**config.mk**
```make
export PLATFORM = sky130hd
export DESIGN_NAME = codec_i2c_arbiter_flat
export DESIGN_NICKNAME = d
export VERILOG_FILES = /design/src/rtl/sound_pkg.sv /design/src/rtl/codec_i2c_arbiter_if.sv /design/src/rtl/codec_i2c_arbiter_rr_arbiter.sv /design/src/rtl/codec_i2c_arbiter.sv /design/src/flat_wrapper.sv
export SDC_FILE = /design/constraint.sdc
export NUM_CORES = 1
export LEC_CHECK = 0
export CAP_MARGIN = 20
export CORE_ASPECT_RATIO = 1.4
export CORE_MARGIN = 2
export CORE_UTILIZATION = 41
export DETAILED_ROUTE_END_ITERATION = 7
export GPL_ROUTABILITY_DRIVEN = 1
export PLACE_DENSITY = 0.74
export SYNTH_ARGS = -nofsm -noshare
export SYNTH_HDL_FRONTEND = slang
export SYNTH_SLANG_ARGS = --single-unit
```
**constraint.sdc**
```tcl
create_clock -name clk -period 3.36 [get_ports clk]
set_input_delay 0.84 -clock clk [delete_from_list [all_inputs] [get_ports clk]]
set_output_delay 0.84 -clock clk [all_outputs]
set_load 0.01 [all_outputs]
```
**src/rtl/sound_pkg.sv**
```systemverilog
`default_nettype none
// ---------------------------------------------------------------------------
// sound_pkg : codec I2C address, codec register map and arbiter FSM states
// Rev 1.0
// ---------------------------------------------------------------------------
package sound_pkg;

  localparam logic [7:0] CODEC_I2C_ADDR = 8'h34;

  // Codec register addresses, already shifted into the 7-bit-address/9-bit-data word
  localparam logic [7:0] L_LINE_CTRL  = 8'h00;
  localparam logic [7:0] R_LINE_CTRL  = 8'h02;
  localparam logic [7:0] L_HEAD_CTRL  = 8'h04;
  localparam logic [7:0] R_HEAD_CTRL  = 8'h06;
  localparam logic [7:0] ANALOG_PATH  = 8'h08;
  localparam logic [7:0] DIGITAL_PATH = 8'h0A;
  localparam logic [7:0] PW_DOWN_CTRL = 8'h0C;
  localparam logic [7:0] AUDIO_FORMAT = 8'h0E;
  localparam logic [7:0] SAMPLE_CTRL  = 8'h10;
  localparam logic [7:0] ACTIVE       = 8'h12;
  localparam logic [7:0] CODEC_RESET  = 8'h1E;

  typedef enum logic [1:0] {
    ST_IDLE = 2'd0,
    ST_BUSY = 2'd1,
    ST_GAP  = 2'd2
  } arb_state_t;

  function automatic logic [15:0] codec_word(input logic [7:0] reg_addr,
                                             input logic [7:0] value);
    return {reg_addr, value};
  endfunction

endpackage
`default_nettype wire

```
**src/rtl/codec_i2c_arbiter_if.sv**
```systemverilog
`default_nettype none
// ---------------------------------------------------------------------------
// codec_i2c_arbiter_if : requester and I2C-generator signals of the arbiter
// Rev 1.0
// ---------------------------------------------------------------------------
interface codec_i2c_arbiter_if #(
  parameter int NREQ = 2
);
  localparam int GW = (NREQ > 1) ? $clog2(NREQ) : 1;

  logic [NREQ-1:0]       req;
  logic [NREQ-1:0][15:0] req_data;
  logic [NREQ-1:0]       done;
  logic                  err;
  logic                  busy;
  logic [GW-1:0]         grant;
  logic                  go;
  logic [23:0]           i2c_data;
  logic                  i2c_end;
  logic                  i2c_ack;

  modport slave (
    input  req, req_data, i2c_end, i2c_ack,
    output done, err, busy, grant, go, i2c_data
  );

  modport master (
    output req, req_data, i2c_end, i2c_ack,
    input  done, err, busy, grant, go, i2c_data
  );

endinterface
`default_nettype wire

```
**src/rtl/codec_i2c_arbiter_rr_arbiter.sv**
```systemverilog
`default_nettype none
// ---------------------------------------------------------------------------
// rr_arbiter : combinational round-robin pick, searching from last grant + 1
// Rev 1.0
// ---------------------------------------------------------------------------
module rr_arbiter #(
  parameter int NREQ = 2,
  parameter int GW   = (NREQ > 1) ? $clog2(NREQ) : 1
) (
  input  wire [NREQ-1:0] req,
  input  wire [GW-1:0]   last,
  output logic           valid,
  output logic [GW-1:0]  pick
);

  localparam logic [GW:0] N_W = (GW + 1)'(NREQ);

  logic [GW:0] cand;

  // One extra bit holds last+offset before the single modulo-NREQ fold
  always_comb begin
    valid = 1'b0;
    pick  = last;
    cand  = '0;
    for (int i = 0; i < NREQ; i++) begin
      cand = {1'b0, last} + (GW + 1)'(i + 1);
      if (cand >= N_W) begin
        cand = cand - N_W;
      end
      if (!valid && req[cand[GW-1:0]]) begin
        valid = 1'b1;
        pick  = cand[GW-1:0];
      end
    end
  end

endmodule
`default_nettype wire

```
**src/rtl/codec_i2c_arbiter.sv**
```systemverilog
`default_nettype none
// ---------------------------------------------------------------------------
// codec_i2c_arbiter : round-robin sharing of the codec I2C generator with retry/timeout
// Rev 1.0
// ---------------------------------------------------------------------------
module codec_i2c_arbiter
  import sound_pkg::*;
#(
  parameter int         NREQ      = 2,
  parameter logic [7:0] DEV_ADDR  = CODEC_I2C_ADDR,
  parameter int         MAX_RETRY = 3,
  parameter int         TIMEOUT   = 64
) (
  input wire                 clk,
  input wire                 nrst,
  input wire                 en,
  codec_i2c_arbiter_if.slave bus
);

  localparam int GW = (NREQ > 1) ? $clog2(NREQ) : 1;
  localparam int TW = $clog2(TIMEOUT + 1);
  localparam int RW = (MAX_RETRY > 0) ? $clog2(MAX_RETRY + 1) : 1;

  localparam logic [TW-1:0] TMAX = TW'(TIMEOUT);
  localparam logic [RW-1:0] RMAX = RW'(MAX_RETRY);
  localparam logic [GW-1:0] GRANT_RST = GW'(NREQ - 1);

  arb_state_t      state;
  logic [GW-1:0]   grant_q;
  logic [GW-1:0]   pick;
  logic            pick_valid;
  logic            go_q;
  logic            err_q;
  logic            result;
  logic            restart;
  logic [NREQ-1:0] done_q;
  logic [23:0]     data_q;
  logic [TW-1:0]   tcnt;
  logic [TW-1:0]   tcnt_next;
  logic [RW-1:0]   rcnt;

  rr_arbiter #(
    .NREQ (NREQ),
    .GW   (GW)
  ) u_rr (
    .req   (bus.req),
    .last  (grant_q),
    .valid (pick_valid),
    .pick  (pick)
  );

  assign tcnt_next = (tcnt == TMAX) ? tcnt : tcnt + 1'b1;

  always_ff @(posedge clk or negedge nrst) begin
    if (!nrst) begin
      state   <= ST_IDLE;
      grant_q <= GRANT_RST;
      go_q    <= 1'b0;
      err_q   <= 1'b0;
      result  <= 1'b0;
      restart <= 1'b0;
      done_q  <= '0;
      data_q  <= '0;
      tcnt    <= '0;
      rcnt    <= '0;
    end else begin
      // done/err live for one clk regardless of the tick
      done_q <= '0;
      err_q  <= 1'b0;
      if (en) begin
        case (state)
          ST_IDLE: begin
            if (pick_valid) begin
              grant_q <= pick;
              data_q  <= {DEV_ADDR, bus.req_data[pick]};
              go_q    <= 1'b1;
              tcnt    <= '0;
              rcnt    <= '0;
              restart <= 1'b0;
              result  <= 1'b0;
              state   <= ST_BUSY;
            end
          end
          ST_BUSY: begin
            tcnt <= tcnt_next;
            if (bus.i2c_end) begin
              go_q  <= 1'b0;
              state <= ST_GAP;
              if (bus.i2c_ack && (rcnt < RMAX)) begin
                rcnt    <= rcnt + 1'b1;
                restart <= 1'b1;
                result  <= 1'b0;
              end else begin
                restart <= 1'b0;
                result  <= bus.i2c_ack;
              end
            end else if (tcnt_next == TMAX) begin
              go_q    <= 1'b0;
              restart <= 1'b0;
              result  <= 1'b1;
              state   <= ST_GAP;
            end
          end
          ST_GAP: begin
            if (restart) begin
              go_q    <= 1'b1;
              tcnt    <= '0;
              restart <= 1'b0;
              state   <= ST_BUSY;
            end else begin
              done_q[grant_q] <= 1'b1;
              err_q           <= result;
              state           <= ST_IDLE;
            end
          end
          default: begin
            go_q  <= 1'b0;
            state <= ST_IDLE;
          end
        endcase
      end
    end
  end

  assign bus.done     = done_q;
  assign bus.err      = err_q;
  assign bus.busy     = (state != ST_IDLE);
  assign bus.grant    = grant_q;
  assign bus.go       = go_q;
  assign bus.i2c_data = data_q;

endmodule
`default_nettype wire

```
**src/flat_wrapper.sv**
```systemverilog
// flat-port wrapper written by rule: the top's interface ports become plain ports
module codec_i2c_arbiter_flat import sound_pkg::*;
#(
  parameter int         NREQ      = 2,
  parameter logic [7:0] DEV_ADDR  = CODEC_I2C_ADDR,
  parameter int         MAX_RETRY = 3,
  parameter int         TIMEOUT   = 64
)
  (clk, nrst, en, bus_req, bus_req_data, bus_i2c_end, bus_i2c_ack, bus_done, bus_err, bus_busy, bus_grant, bus_go, bus_i2c_data);
  codec_i2c_arbiter_if #(.NREQ(NREQ)) bus_i ();
  input wire clk;
  input wire nrst;
  input wire en;
  input wire logic [$bits(bus_i.req)-1:0] bus_req;
  input wire logic [$bits(bus_i.req_data)-1:0] bus_req_data;
  input wire logic [$bits(bus_i.i2c_end)-1:0] bus_i2c_end;
  input wire logic [$bits(bus_i.i2c_ack)-1:0] bus_i2c_ack;
  output wire logic [$bits(bus_i.done)-1:0] bus_done;
  output wire logic [$bits(bus_i.err)-1:0] bus_err;
  output wire logic [$bits(bus_i.busy)-1:0] bus_busy;
  output wire logic [$bits(bus_i.grant)-1:0] bus_grant;
  output wire logic [$bits(bus_i.go)-1:0] bus_go;
  output wire logic [$bits(bus_i.i2c_data)-1:0] bus_i2c_data;
  assign bus_i.req = bus_req;
  assign bus_i.req_data = bus_req_data;
  assign bus_i.i2c_end = bus_i2c_end;
  assign bus_i.i2c_ack = bus_i2c_ack;
  assign bus_done = bus_i.done;
  assign bus_err = bus_i.err;
  assign bus_busy = bus_i.busy;
  assign bus_grant = bus_i.grant;
  assign bus_go = bus_i.go;
  assign bus_i2c_data = bus_i.i2c_data;
  codec_i2c_arbiter #(.NREQ(NREQ), .DEV_ADDR(DEV_ADDR), .MAX_RETRY(MAX_RETRY), .TIMEOUT(TIMEOUT)) u_core (.clk(clk), .nrst(nrst), .en(en), .bus(bus_i));
endmodule
```
==> out/qor.csv <==
metric,value,unit
layout cells sized above 1,6.11,%
worst slew pin tran,1040,ps
max cap viols,0,
Switching Share,35.6,%
CP Data Arrival Time,2820,ps
sequential element share of the synthesized area,45.6,%
Synth-to-Final Area Change,35.2,%
Root Driver,clkbuf_8,
# setup viols final,0,
CP startpoint,u_core.tcnt[3]$_DFFE_PN0P_,
initial DRC count,67,
largest net degree at the start of global routing,36,
"Slowest-stage cell, CP",or4_1,
syn_area_per_cell,9.42,um2
initial antenna violation count,0,
Critical Path Sink Type,flip-flop,
clock-pin transition on the worst setup and hold timing paths,70,ps
Pins Over Slew Limit,0,
Switch Pwr,0.611,mW
clk sink count,35,
Ports,69,
GR Overflow Total,0,
period utilisation layout,78.4,%
CP max stage delay,620,ps
Cell Pwr Density,660,nW/um2
CTS Hold Bufs,0,
Clock Skews,4.23,ps
Final Wtd Congestion,0.845,
Static Leakage,1.12,nW
synthesized area,1920,um2
Post-DRT Antenna Nets,0,
DIE HEIGHT,85.0,um
Startpoint Class,flip-flop,
total power,1.71,mW
YS warnings,0,
Initial Utilization,42.4,%
GRT Total Usage,17.5,%
cell family with most CP delay,simple AND/OR/NAND/NOR gates,
Via-to-Cell Ratio,4.94,
max_slew headroom,30.5,%
kind of critical path,reg2reg,
CTS max path bufs,2,
CTS buffer count,5,
Unique masters post-synth,44,
postcts setup bufs,0,
CTS tree,built,
CP required,3540,ps
nets,303,
VDD IR-drop max,0.360,mV
internal power,1.10,mW
Initial DRT Pass Iterations,4,
met2 global-route usage,27.7,%
port bufs,63,
ant diodes,0,
routed vias,1602,
type of the worst min-delay path,reg2reg,
min cycle time layout,2640,ps
Hold Fails Final Rpt,0,
Hold Startpoint,u_core.bus.i2c_data[11]$_DFFE_PN0P_,
Reg power frac,39.9,%
Combinational Power Share,42.7,%
vias in the first global route,1641,
total core area,4540,um2
met1 Usage GRT,20.3,%
busiest grt layer,met2,
global-route wire length before repair,6.94,mm
WL per Instance,12.6,um
die area,5260,um2
RSZ-0062 raised after global routing,false,
fin area,2600,um2
Clock power frac,17.4,%
Placement Cell Area,2510,um2
worst r2r src,u_core.tcnt[3]$_DFFE_PN0P_,
DR DRC count,0,
H-tree levels,2,
Cells after Synth,204,
CP max FO,10,
clock latency on the worst-skew pair,290,ps
fmax,379,MHz
#FFs+latches synth,35,
Post-DP HPWL,3.03,mm
# rows,29,
final WL,4.09,mm
status,completed,
setup TNS,0,ps
routing usage on met3,7.47,%
DIE WIDTH,61.9,um
worst path cell trace,or2_0 -> or4_1 -> a222oi_1 -> a31oi_1 -> nand2b_1 -> a211o_1,
WP buf/inv,0,
Resized cells post-CTS,0,
==> stage by stage <==
stage / setup WS (ps) / hold slack [ps] / cells / util [%]
final: 725 / 482 / 324 / 57.3
after global routing: 533 / 516 / 324 / 57.3
after floorplan: 995 / 452 / 208 / -
after global placement: 650 / 461 / 316 / 55.4
after CTS: 736 / 487 / 324 / 57.3
after detailed placement: 575 / 473 / 316 / 55.4
==> logic make-up after synthesis <==
logic type      share of synthesized area (%)
simple gates                             18.5
compound gates                           16.6
flops                                    45.6
buf+inv                                  8.20
mux                                      8.92
fa+ha+maj                                1.95
other cells                             0.195
==> Yosys cell counts, drive strengths merged <==
cell,n,area (um2)
a21o,2,16.3
nand4,2,12.5
conb,1,3.75
and2b,1,7.51
and3b,1,8.76
dfrtp,34,851
nand2b,4,25.0
a222oi,1,10.0
or3,3,18.8
or4,1,7.51
clkbuf,6,32.5
or2,3,18.8
a32o,1,10.0
nor3,1,5.00
and3,2,12.5
a31oi,2,12.5
a211o,2,17.5
o21ai,34,170
ha,3,37.5
o31ai,3,22.5
nand3,3,15.0
bufbuf,1,32.5
mux2i,16,160
buf,11,77.6
a31o,1,8.76
and2,5,31.3
nand2,35,131
o21bai,2,15.0
nor2b,4,25.0
nor2,7,26.3
o211ai,1,12.5
inv,4,15.0
mux2,1,11.3
dfstp,1,26.3
a21oi,3,15.0
a2bb2oi,1,8.76
and4,1,10.0
==> area by class of cell <==
cell class | count | area [um2]
Clock buffer | 6 | 72.6
Clock inverter | 2 | 12.5
Fill cell | 410 | 1940
Inverter | 4 | 15.0
Multi-Input combinational cell | 151 | 906
Sequential cell | 35 | 877
Tap cell | 62 | 77.6
Timing Repair Buffer | 64 | 638
==> final timing paths <==
path	end	depth (start not counted)	slack, ps
max	u_core.bus.go$_DFFE_PN0P_	6	720
min	u_core.bus.i2c_data[11]$_DFFE_PN0P_	2	480
max reg2reg	u_core.bus.go$_DFFE_PN0P_	6	720
min reg2reg	u_core.bus.i2c_data[11]$_DFFE_PN0P_	2	480
max in group asynchronous	u_core.bus.grant$_DFFE_PN1P_	2	2060
min in group asynchronous	u_core.bus.i2c_data[18]$_DFFE_PN0P_	2	950
==> registers in the layout, indices dropped and copies added (netlist names), 2 cells and up <==
| signal | count |
|---|---|
| u_core.tcnt | 7 |
| u_core.bus.i2c_data | 17 |
| u_core.state | 2 |
| u_core.rcnt | 2 |
| u_core.bus.done | 2 |
==> tightest hold or removal path, stage by stage, from the launching register on <==
cell     delay, ps
dfrtp_1        340
nand2_1         40
o21ai_0         60
==> layout by cell type (no fill, tap or decap), types with 3 or more instances in the layout <==
cell / count
nor2_1: 7
and2_1: 4
nand2b_1: 4
clkbuf_8: 5
o31ai_1: 3
a21oi_1: 3
nand3_1: 3
ha_1: 3
inv_1: 4
clkdlybuf4s50_1: 63
nand2_1: 35
dfrtp_1: 34
or3_1: 3
conb_1: 5
o21ai_0: 33
nor2b_1: 4
mux2i_1: 16
==> power groups by stage <==
stage,combinational [mW],sequential [mW],clock (mW)
after global routing,0.818,0.710,0.326
after floorplan,0.403,0.705,0
after global placement,0.731,0.686,0
final,0.733,0.684,0.298
after detailed placement,0.744,0.687,0
after CTS,0.746,0.684,0.308
==> per-layer routing <==
metal / up-vias / routed length (um) / part of all wire [%]
met5: - / 0 / 0
met4: 0 / 74 / 1.8
met3: 7 / 390 / 9.5
met2: 59 / 1920 / 47
met1: 726 / 1710 / 42
li1: 810 / - / -
Note: power is estimated with default switching activity, not from simulation.
